$ cat src/rtl/rcb_spi_regbank_if.sv
// Decoded-transaction bus between the RCB SPI slave and its register bank.
// The master side is the SPI slave; the register bank takes the slave modport.
interface rcb_spi_regbank_if;
    logic [15:0] addr;
    logic        addr_rdy;
    logic [31:0] data_mosi;
    logic        data_mosi_rdy;
    logic        data_miso_rdy;
    logic [31:0] data_miso;

    modport master (
        output addr, addr_rdy, data_mosi, data_mosi_rdy, data_miso_rdy,
        input  data_miso
    );

    modport slave (
        input  addr, addr_rdy, data_mosi, data_mosi_rdy, data_miso_rdy,
        output data_miso
    );
endinterface

$ cat src/rtl/rcb_spi_regbank.sv
// RCB register bank: version/scratch/status/IRQ/lock/error-counter registers plus
// NUM_RW lockable control registers, accessed through decoded SPI transactions.
module rcb_spi_regbank #(
    parameter int          NUM_RW     = 8,
    parameter logic [31:0] VERSION    = 32'h0001_0000,
    parameter logic [31:0] UNLOCK_KEY = 32'hA5A5_5A5A
) (
    input  logic                  clk_100m,
    input  logic                  rst_syn,
    rcb_spi_regbank_if.slave      spi,
    input  logic [31:0]           status_in,
    input  logic [31:0]           irq_evt,
    output logic [NUM_RW*32-1:0]  ctrl_regs,
    output logic [NUM_RW-1:0]     ctrl_wr_stb,
    output logic                  irq_out,
    output logic                  unlocked,
    output logic                  acc_err
);

    localparam logic [15:0] ADDR_VERSION = 16'h0000;
    localparam logic [15:0] ADDR_SCRATCH = 16'h0001;
    localparam logic [15:0] ADDR_STATUS  = 16'h0002;
    localparam logic [15:0] ADDR_IRQ_FLG = 16'h0003;
    localparam logic [15:0] ADDR_IRQ_MSK = 16'h0004;
    localparam logic [15:0] ADDR_LOCK    = 16'h0005;
    localparam logic [15:0] ADDR_ERR_CNT = 16'h0006;
    localparam logic [15:0] CTRL_BASE    = 16'h0010;

    typedef enum logic [1:0] {ST_IDLE, ST_CAPT, ST_LOAD, ST_ARMED} state_t;

    state_t      state_reg;
    logic        addr_rdy_prev_reg;
    logic [15:0] cur_addr_reg;
    logic [31:0] data_miso_reg;
    logic [31:0] scratch_reg;
    logic [31:0] irq_flags_reg;
    logic [31:0] irq_mask_reg;
    logic [15:0] err_cnt_reg;
    logic        unlocked_reg;
    logic        acc_err_reg;
    logic        irq_out_reg;

    logic              addr_rise;
    logic              wr_fire;
    logic              rd_done;
    logic              stray_wr;
    logic              mapped;
    logic              wr_err;
    logic              rd_err;
    logic              any_err;
    logic              err_clr;
    logic              ctrl_wr_ok;
    logic [31:0]       w1c_mask;
    logic [31:0]       rd_mux;
    logic [NUM_RW-1:0] ctrl_hit;

    assign addr_rise = spi.addr_rdy & ~addr_rdy_prev_reg;
    assign wr_fire   = (state_reg == ST_ARMED) && spi.data_mosi_rdy;
    assign rd_done   = (state_reg == ST_ARMED) && !spi.data_mosi_rdy && spi.data_miso_rdy;
    assign stray_wr  = (state_reg != ST_ARMED) && spi.data_mosi_rdy;
    assign mapped    = (cur_addr_reg <= ADDR_ERR_CNT) || (|ctrl_hit);

    // Writes are rejected for read-only, unmapped, or locked control addresses.
    assign wr_err  = wr_fire && ((cur_addr_reg == ADDR_VERSION) || (cur_addr_reg == ADDR_STATUS) ||
                                 !mapped || ((|ctrl_hit) && !unlocked_reg));
    assign rd_err  = rd_done && !mapped;
    assign any_err = wr_err || rd_err || stray_wr;
    assign err_clr = wr_fire && (cur_addr_reg == ADDR_ERR_CNT);
    assign ctrl_wr_ok = wr_fire && unlocked_reg;
    assign w1c_mask   = (wr_fire && (cur_addr_reg == ADDR_IRQ_FLG)) ? spi.data_mosi : 32'h0;

    always_comb begin
        rd_mux = 32'hDEAD_BEEF;
        case (cur_addr_reg)
            ADDR_VERSION: rd_mux = VERSION;
            ADDR_SCRATCH: rd_mux = scratch_reg;
            ADDR_STATUS:  rd_mux = status_in;
            ADDR_IRQ_FLG: rd_mux = irq_flags_reg;
            ADDR_IRQ_MSK: rd_mux = irq_mask_reg;
            ADDR_LOCK:    rd_mux = {31'b0, unlocked_reg};
            ADDR_ERR_CNT: rd_mux = {16'b0, err_cnt_reg};
            default:      ;
        endcase
        for (int k = 0; k < NUM_RW; k++) begin
            if (ctrl_hit[k]) rd_mux = ctrl_regs[32*k +: 32];
        end
    end

    // Transaction FSM; data_miso is loaded once per transaction and held until the next LOAD.
    always_ff @(posedge clk_100m) begin
        if (rst_syn) begin
            state_reg         <= ST_IDLE;
            addr_rdy_prev_reg <= 1'b0;
            cur_addr_reg      <= 16'h0;
            data_miso_reg     <= 32'h0;
        end else begin
            addr_rdy_prev_reg <= spi.addr_rdy;
            case (state_reg)
                ST_IDLE: if (addr_rise) state_reg <= ST_CAPT;
                ST_CAPT: begin
                    cur_addr_reg <= spi.addr;
                    state_reg    <= ST_LOAD;
                end
                ST_LOAD: begin
                    data_miso_reg <= rd_mux;
                    state_reg     <= ST_ARMED;
                end
                ST_ARMED: begin
                    if (spi.data_mosi_rdy || spi.data_miso_rdy) state_reg <= ST_IDLE;
                    else if (addr_rise)                          state_reg <= ST_CAPT;
                end
                default: state_reg <= ST_IDLE;
            endcase
        end
    end

    always_ff @(posedge clk_100m) begin
        if (rst_syn) begin
            scratch_reg   <= 32'h0;
            irq_flags_reg <= 32'h0;
            irq_mask_reg  <= 32'h0;
            err_cnt_reg   <= 16'h0;
            unlocked_reg  <= 1'b0;
            acc_err_reg   <= 1'b0;
            irq_out_reg   <= 1'b0;
        end else begin
            acc_err_reg   <= any_err;
            // New events override a same-cycle W1C of the same bit.
            irq_flags_reg <= (irq_flags_reg & ~w1c_mask) | irq_evt;
            irq_out_reg   <= |(irq_flags_reg & irq_mask_reg);
            if (err_clr)
                err_cnt_reg <= 16'h0;
            else if (any_err && (err_cnt_reg != 16'hFFFF))
                err_cnt_reg <= err_cnt_reg + 16'd1;
            if (wr_fire) begin
                case (cur_addr_reg)
                    ADDR_SCRATCH: scratch_reg  <= spi.data_mosi;
                    ADDR_IRQ_MSK: irq_mask_reg <= spi.data_mosi;
                    ADDR_LOCK:    unlocked_reg <= (spi.data_mosi == UNLOCK_KEY);
                    default:      ;
                endcase
            end
        end
    end

    generate
        for (genvar gi = 0; gi < NUM_RW; gi++) begin : g_ctrl
            logic [31:0] val_reg;
            logic        stb_reg;

            assign ctrl_hit[gi] = (cur_addr_reg == CTRL_BASE + 16'(gi));

            always_ff @(posedge clk_100m) begin
                if (rst_syn) begin
                    val_reg <= 32'h0;
                    stb_reg <= 1'b0;
                end else begin
                    stb_reg <= ctrl_wr_ok && ctrl_hit[gi];
                    if (ctrl_wr_ok && ctrl_hit[gi]) val_reg <= spi.data_mosi;
                end
            end

            assign ctrl_regs[32*gi +: 32] = val_reg;
            assign ctrl_wr_stb[gi]        = stb_reg;
        end
    endgenerate

    assign spi.data_miso = data_miso_reg;
    assign irq_out       = irq_out_reg;
    assign unlocked      = unlocked_reg;
    assign acc_err       = acc_err_reg;

endmodule

$ cat src/flat_wrapper.sv
// flat-port wrapper written by rule: the top's interface ports become plain ports
module rcb_spi_regbank_flat 
#(
    parameter int          NUM_RW     = 8,
    parameter logic [31:0] VERSION    = 32'h0001_0000,
    parameter logic [31:0] UNLOCK_KEY = 32'hA5A5_5A5A
)
  (clk_100m, rst_syn, status_in, irq_evt, ctrl_regs, ctrl_wr_stb, irq_out, unlocked, acc_err, spi_addr, spi_addr_rdy, spi_data_mosi, spi_data_mosi_rdy, spi_data_miso_rdy, spi_data_miso);
  rcb_spi_regbank_if spi_i ();
  input  logic clk_100m;
  input  logic rst_syn;
  input  logic [31:0] status_in;
  input  logic [31:0] irq_evt;
  output logic [NUM_RW*32-1:0] ctrl_regs;
  output logic [NUM_RW-1:0] ctrl_wr_stb;
  output logic irq_out;
  output logic unlocked;
  output logic acc_err;
  input wire logic [$bits(spi_i.addr)-1:0] spi_addr;
  input wire logic [$bits(spi_i.addr_rdy)-1:0] spi_addr_rdy;
  input wire logic [$bits(spi_i.data_mosi)-1:0] spi_data_mosi;
  input wire logic [$bits(spi_i.data_mosi_rdy)-1:0] spi_data_mosi_rdy;
  input wire logic [$bits(spi_i.data_miso_rdy)-1:0] spi_data_miso_rdy;
  output wire logic [$bits(spi_i.data_miso)-1:0] spi_data_miso;
  assign spi_i.addr = spi_addr;
  assign spi_i.addr_rdy = spi_addr_rdy;
  assign spi_i.data_mosi = spi_data_mosi;
  assign spi_i.data_mosi_rdy = spi_data_mosi_rdy;
  assign spi_i.data_miso_rdy = spi_data_miso_rdy;
  assign spi_data_miso = spi_i.data_miso;
  rcb_spi_regbank #(.NUM_RW(NUM_RW), .VERSION(VERSION), .UNLOCK_KEY(UNLOCK_KEY)) u_core (.clk_100m(clk_100m), .rst_syn(rst_syn), .spi(spi_i), .status_in(status_in), .irq_evt(irq_evt), .ctrl_regs(ctrl_regs), .ctrl_wr_stb(ctrl_wr_stb), .irq_out(irq_out), .unlocked(unlocked), .acc_err(acc_err));
endmodule
$ cat config.mk
export PLATFORM = sky130hd
export DESIGN_NAME = rcb_spi_regbank_flat
export DESIGN_NICKNAME = d
export VERILOG_FILES = /design/src/rtl/rcb_spi_regbank_if.sv /design/src/rtl/rcb_spi_regbank.sv /design/src/flat_wrapper.sv
export SDC_FILE = /design/constraint.sdc
export NUM_CORES = 1
export LEC_CHECK = 0
export CAP_MARGIN = 20
export CORE_MARGIN = 10
export CORE_UTILIZATION = 50
export DETAILED_ROUTE_END_ITERATION = 10
export PLACE_DENSITY = 0.88
export SLEW_MARGIN = 40
export SYNTH_ARGS = -nofsm -noshare
export SYNTH_HDL_FRONTEND = slang
export SYNTH_SLANG_ARGS = --single-unit
export TNS_END_PERCENT = 1
$ cat constraint.sdc
create_clock -name clk_100m -period 3.95 [get_ports clk_100m]
set_clock_uncertainty 0.2 [all_clocks]
set_input_delay 0.79 -clock clk_100m [delete_from_list [all_inputs] [get_ports clk_100m]]
set_output_delay 0.79 -clock clk_100m [all_outputs]
set_load 0.005 [all_outputs]
==> results by group <==
Worst setup path
  • Worst Reg-to-Reg Cells: 8
  • Delay-heaviest family, CP: simple AND/OR/NAND/NOR gates
  • Crit path kind: reg -> reg
  • Critical Path Start Type: flip-flop
  • Reg2Reg Setup Slack: between 500 and 600 ps
  • Worst path max stage delay: roughly 730 ps
  • Worst-path maximum fanout: 9
  • Crit path to: u_core.spi.data_miso[18]
  • Crit-path cells: or4bb_1 -> nor4_4 -> buf_4 -> buf_4 -> a221oi_1 -> nand2_1 -> o211ai_1 -> o21ai_0
  • Crit path required time: ~4300 ps
  • Reg2reg end: u_core.spi.data_miso[18]
  • WP depth: 8
  • Critical Path AT: approximately 3700 ps
  • Critical Path Start: u_core.cur_addr_reg[2]
  • Setup crit end kind: flip-flop
  • Slowest cell on crit path: or4bb_1
  • Buf+Inv Stages, Crit Path: 2
  • Most Frequent Cell on Critical Path: buf_4
  • Worst r2r src: u_core.cur_addr_reg[2]

Route
  • Final WL: approximately 90000 um
  • Iter 0 DRT Violations: roughly 3300
  • Routed Antenna Nets: 0
  • # DRC: 1
  • First-pass DRT Iterations: 11
  • Avg WL per Cell: around 27 um
  • Vias/cell: about 6.5
  • Vias: approximately 22000

Synthesis
  • Synth top area cells: dfxtp_1 46%, nand2_1 16%, a21oi_1 11%
  • Top-count cell post-synth: nand2_1
  • Number of flops mapped to enable cells by yosys: 0
  • Cells after Synth: 2500
  • Ys async rst share: 0%
  • Sequential area share after synthesis: 45.9%
  • Yosys top cell area share: between 40% and 50%
  • Yosys top cell by area: dfxtp_1
  • Synth Flop Type: dfxtp_1
  • Commonest cells post-synth: 814 x nand2_1, 430 x dfxtp_1, 425 x a21oi_1
  • Flops & latches, synth: 430
  • Mapped Area: about 19000 um2
  • Synth unique cells: around 70
  • Ys Warns: 0
  • Syn_area_per_cell: 7.50 um2
  • Post-Syn Nets: roughly 2600

Floorplanning
  • Die Width: 214 um
  • Area of the die: approximately 46000 um2
  • # IOs: 416
  • Initial Utilization: approximately half
  • Row Count: 70
  • Core ar.: approximately 37000 um2
  • Die height: roughly 210 um

Clock network
  • Cts hold-fix bufs: 0
  • Clock slew at reported path FFs: roughly 60 ps
  • H-tree depth: 2
  • Clock buffer depth: 3
  • Cts bufs inserted: between 40 and 50
  • Clock sink total: 430
  • Skew-Pair Late Insertion Delay: 590 ps
  • CTS Root Cell: clkbuf_16
  • CTS tree: built
  • Post-CTS Resized: 0
  • Setup Buffers After CTS: 0

Flow run
  • Max-cap violation count: 0

Finish
  • Fin cells: about 3300
  • Max FFs per register: around 260
  • Register area: around 8600 um2
  • Synth-to-layout area growth: 33.1%
  • Ratio of cells with drive above 1 in the final layout: 7.74%
  • Layout Nets: between 2000 and 3000
  • Core Util, Final: about two thirds
  • Multi-input gate area: 9230 um2
  • # fillers: between 2000 and 3000

Global routing
  • Grt ovf: 0
  • Global-route wire length before repair: 129000 um
  • Antenna violations before repair: 2
  • Largest net degree at the start of global routing: about 130
  • Vias in the first global route: around 20000
  • GRT Overall Usage: between 30 and 40%

Status
  • Violated checks: design-rule violations
  • Run status: finished with violations

Timing
  • Fmax: roughly 0.30 GHz
  • Hold Vio Cnt, Final: 0
  • Setup violators final: 0
  • Pins Over Slew Limit: 0
  • RSZ-0062 raised after global routing: no
  • Final period utilization: between 80% and 90%
  • Setup tns final: 0 ps
  • Slew at the pin with the worst max-slew slack: a little under 900 ps
  • Crit path time final: about 3400 ps
  • Worst slew margin: 41.5%

Worst hold path
  • Worst Hold Class: reg -> reg

Place
  • Routability cong.: 1.03
  • Dpl hpwl: roughly 65000 um
  • DP Cell Count: 3254
  • Port-buffer cells: 415

Power and ir drop
  • Worst vdd ir: about 0.35 mV
  • Leakage power total: around 0.0082 uW
  • Power Dens Cells: about 420 nW/um2
-- per-layer routing --
layer	wire length [um]	share of wire (%)	global-route usage (%)	vias up
li1	-	-	-	9298
met1	30200	34	43.6	10100
met2	38400	43	56.9	1840
met3	12900	14	13.0	435
met4	7530	8.5	26.1	2
met5	13	0.015	0	-
-- cells by family (layout without fill, tap and decap cells) --
kind of cell	Yosys count	after routing	share of synthesized area [%]
simple gates	1078	1078	24.3
compound gates	729	729	23.0
flops	430	430	45.9
buf+inv	236	603	5.18
mux	25	25	1.45
fa+ha+maj	1	1	0.0667
xor+xnor	1	1	0.0467
other cells	0	2	0
-- worst reg2reg max path, cell delays in order (launching register included) --
cell and delay [ps]:
dfxtp_1 480, or4bb_1 740, nor4_4 650, buf_4 270, buf_4 170, a221oi_1 80, nand2_1 140, o211ai_1 310
o21ai_0 260
-- power by group --
group          internal (uW)  total (uW)  switching, uW
Clock                   2750        4610           1850
Sequential              4410        4500           94.4
Combinational            431        1250            820
-- cells in the final DEF, fill, tap and decap left out, types with 6 or more instances in the layout --
cell type        synthesis  final
a211oi_1                 6      6
a21o_1                   8      8
a21oi_1                425    425
a221o_1                  7      7
a221oi_1                42     41
a222oi_1                 6      6
a22o_1                   6      6
a22oi_1                 36     36
a2bb2oi_1               12     12
a31oi_1                  6      6
and2_1                   9      9
buf_4                    8     93
bufinv_16                0      6
clkbuf_1               176      8
clkbuf_16                0     47
clkbuf_8                 0     10
clkdlybuf4s50_1          0    414
clkinv_2                 0      8
dfxtp_1                430    428
inv_1                   12     12
mux2_2                  18     18
mux2i_1                  7      7
nand2_1                814    814
nand2b_1                 8      8
nand3_1                 20     20
nand4_1                 19     19
nor2_1                 101     95
nor2_2                   1      7
nor2b_1                 11     10
nor3_1                  30     28
o211ai_1                12     12
o21ai_0                 88     88
o221ai_1                27     27
o22ai_1                 24     24
o31ai_1                  6      6
or3_1                   10     10
or4_1                    7      7
-- area by class of cell --
class | count | share of cell area, %
well taps | 468 | 2.35
clock inverters | 16 | 0.953
flip-flops and latches | 430 | 34.5
multi-input cells | 1834 | 37.0
clock buffers | 65 | 5.38
repair buffers | 510 | 19.6
inverters | 12 | 0.180
diodes | 2 | 0.0201
-- per-stage QoR --
stage	hold WS, ps	setup slack [ps]	instance area (um2)	power [uW]
CTS	255	677	24900	10300
detailed placement	247	689	23400	5770
global route	273	514	25000	10600
global placement	239	801	23300	5760
floorplan	234	1390	18800	5130
finish	258	576	25000	10400
-- worst min-delay path by stage --
stage | endpoint | slack (ps) | start | cells past startpoint
after floorplan | u_core.scratch_reg[11] | 230 | u_core.scratch_reg[11] | 2
after global placement | u_core.scratch_reg[24] | 240 | u_core.scratch_reg[24] | 2
after detailed placement | u_core.scratch_reg[1] | 250 | u_core.scratch_reg[1] | 2
after CTS | u_core.scratch_reg[1] | 260 | u_core.scratch_reg[1] | 2
after global routing | u_core.scratch_reg[3] | 270 | u_core.scratch_reg[3] | 2
final | u_core.spi.data_miso[0] | 260 | u_core.spi.data_miso[0] | 2
Power figures use the tool's default switching activity.
==> variant, RTL diff (same settings) <==
`NUM_RW` is set to 8 in 2 places; all go to 9.
--- a/src/rtl/rcb_spi_regbank.sv
+++ b/src/rtl/rcb_spi_regbank.sv
@@ -1,7 +1,7 @@
 // RCB register bank: version/scratch/status/IRQ/lock/error-counter registers plus
 // NUM_RW lockable control registers, accessed through decoded SPI transactions.
 module rcb_spi_regbank #(
-    parameter int          NUM_RW     = 8,
+    parameter int          NUM_RW     = 9,
     parameter logic [31:0] VERSION    = 32'h0001_0000,
     parameter logic [31:0] UNLOCK_KEY = 32'hA5A5_5A5A
 ) (
--- a/src/flat_wrapper.sv
+++ b/src/flat_wrapper.sv
@@ -1,7 +1,7 @@
 // flat-port wrapper written by rule: the top's interface ports become plain ports
 module rcb_spi_regbank_flat 
 #(
-    parameter int          NUM_RW     = 8,
+    parameter int          NUM_RW     = 9,
     parameter logic [31:0] VERSION    = 32'h0001_0000,
     parameter logic [31:0] UNLOCK_KEY = 32'hA5A5_5A5A
 )
Ports: changed (resized ctrl_regs and ctrl_wr_stb); port bits go from 416 to 449. No check against the original RTL was run, so the function may have changed too.
==> variant against the original RTL <==
First-iteration DRC count rose by 26%; sequential cell count rose by 33; synthesized area rose by 10%; sequential share of layout area fell by 0.76 points; sequential power increased by 7.8%; die area rose by 9.2%; total power up 8.5%; worst setup slack worse by 0.092 ns; design area rose by 10%; global-route usage up 0.92 points; wire length grew 14%; critical path type unchanged; largest cell class unchanged.
==> variant: results <==
export IMPL_p_total_mw=11.24
export IMPL_switching_share=0.2686
export IMPL_num_vias=24041
export IMPL_worstPathMaxFanout=32
export IMPL_nets=3291
export IMPL_dr_pass1_iters=7
export IMPL_via_per_inst=6.428
export IMPL_critical_path_slowest_cell="nor4_2"
export IMPL_drt_iter0_drc=4131
export IMPL_synth_xor_xnor_area_share=0.004239
export IMPL_wl_met1_mm=37.86
export IMPL_powerSeq_mw=4.85
export IMPL_wl_met3_mm=14.95
export IMPL_synthMuxAreaShare=0.008720
export IMPL_max_freq_ghz=0.2885
export IMPL_status="finished, final reports clean"
export IMPL_routed_top_layer="met4"
export IMPL_whs_endpoint="u_core.scratch_reg[10]"
export IMPL_gp_congestion=1.015
export IMPL_drive_gt1_frac=0.07858
export IMPL_pre_cts_slack_ns=0.2922
export IMPL_grtUsageTotal=0.3829
export IMPL_portBuffers=448
export IMPL_ys_seq_area_frac=0.4486
export IMPL_slowest_delay_ns=0.57
export IMPL_routed_wirelength_mm=101.6
export IMPL_use_met2=0.5757
export IMPL_crit_arrival_ns=3.79
export IMPL_grt_first_pass_wirelength_mm=146.9
export IMPL_whs_ns=0.2515
export IMPL_synth_area_top_cells="dfxtp_1 45%, nand2_1 16%, a21oi_1 12%"
export IMPL_syn_inst=2817
export IMPL_r2r_end="u_core.g_ctrl[2].val_reg[29]"
export IMPL_wl_met2_mm=43.65
export IMPL_fillCellCount=3415
export IMPL_cts_buffers=50
export IMPL_grt_max_degree=155
export IMPL_worst_pin_slew_ns=0.8760
export IMPL_gr_usage_met3=0.1196
export IMPL_largest_reg_flops=288
## variant: changes by cell type after synthesis, sizes merged, moves of 10 or more
cell and change:
nand2 +72, a41o +11, a21oi +99, a221oi +10, mux2 -12, a2bb2oi -12, buf -11, nor2 +60
o221ai -26, clkbuf +45, dfxtp +33, o21ai +31, o22ai -10
## variant: area by class of cell
type / count / area, um2 / share of cell area
Timing Repair Buffer: 562 / 5358 / 0.1950
Inverter: 7 / 26.28 / 0.0009562
Multi-Input combinational cell: 2089 / 10410 / 0.3789
Sequential cell: 463 / 9273 / 0.3375
Clock inverter: 20 / 327.8 / 0.01193
Clock buffer: 66 / 1413 / 0.05141
Tap cell: 532 / 665.6 / 0.02422
Antenna cell: 1 / 2.502 / 0.00009107
## variant: worst max-delay path, delay by kind of cell (launching register included)
| kind | cells | cell delay, ns |
|---|---|---|
| AO/OA/AOI/OAI | 1 | 0.16 |
| AND/OR/NAND/NOR | 6 | 2.26 |
| buffers and inverters | 1 | 0.41 |
| flip-flops | 1 | 0.33 |
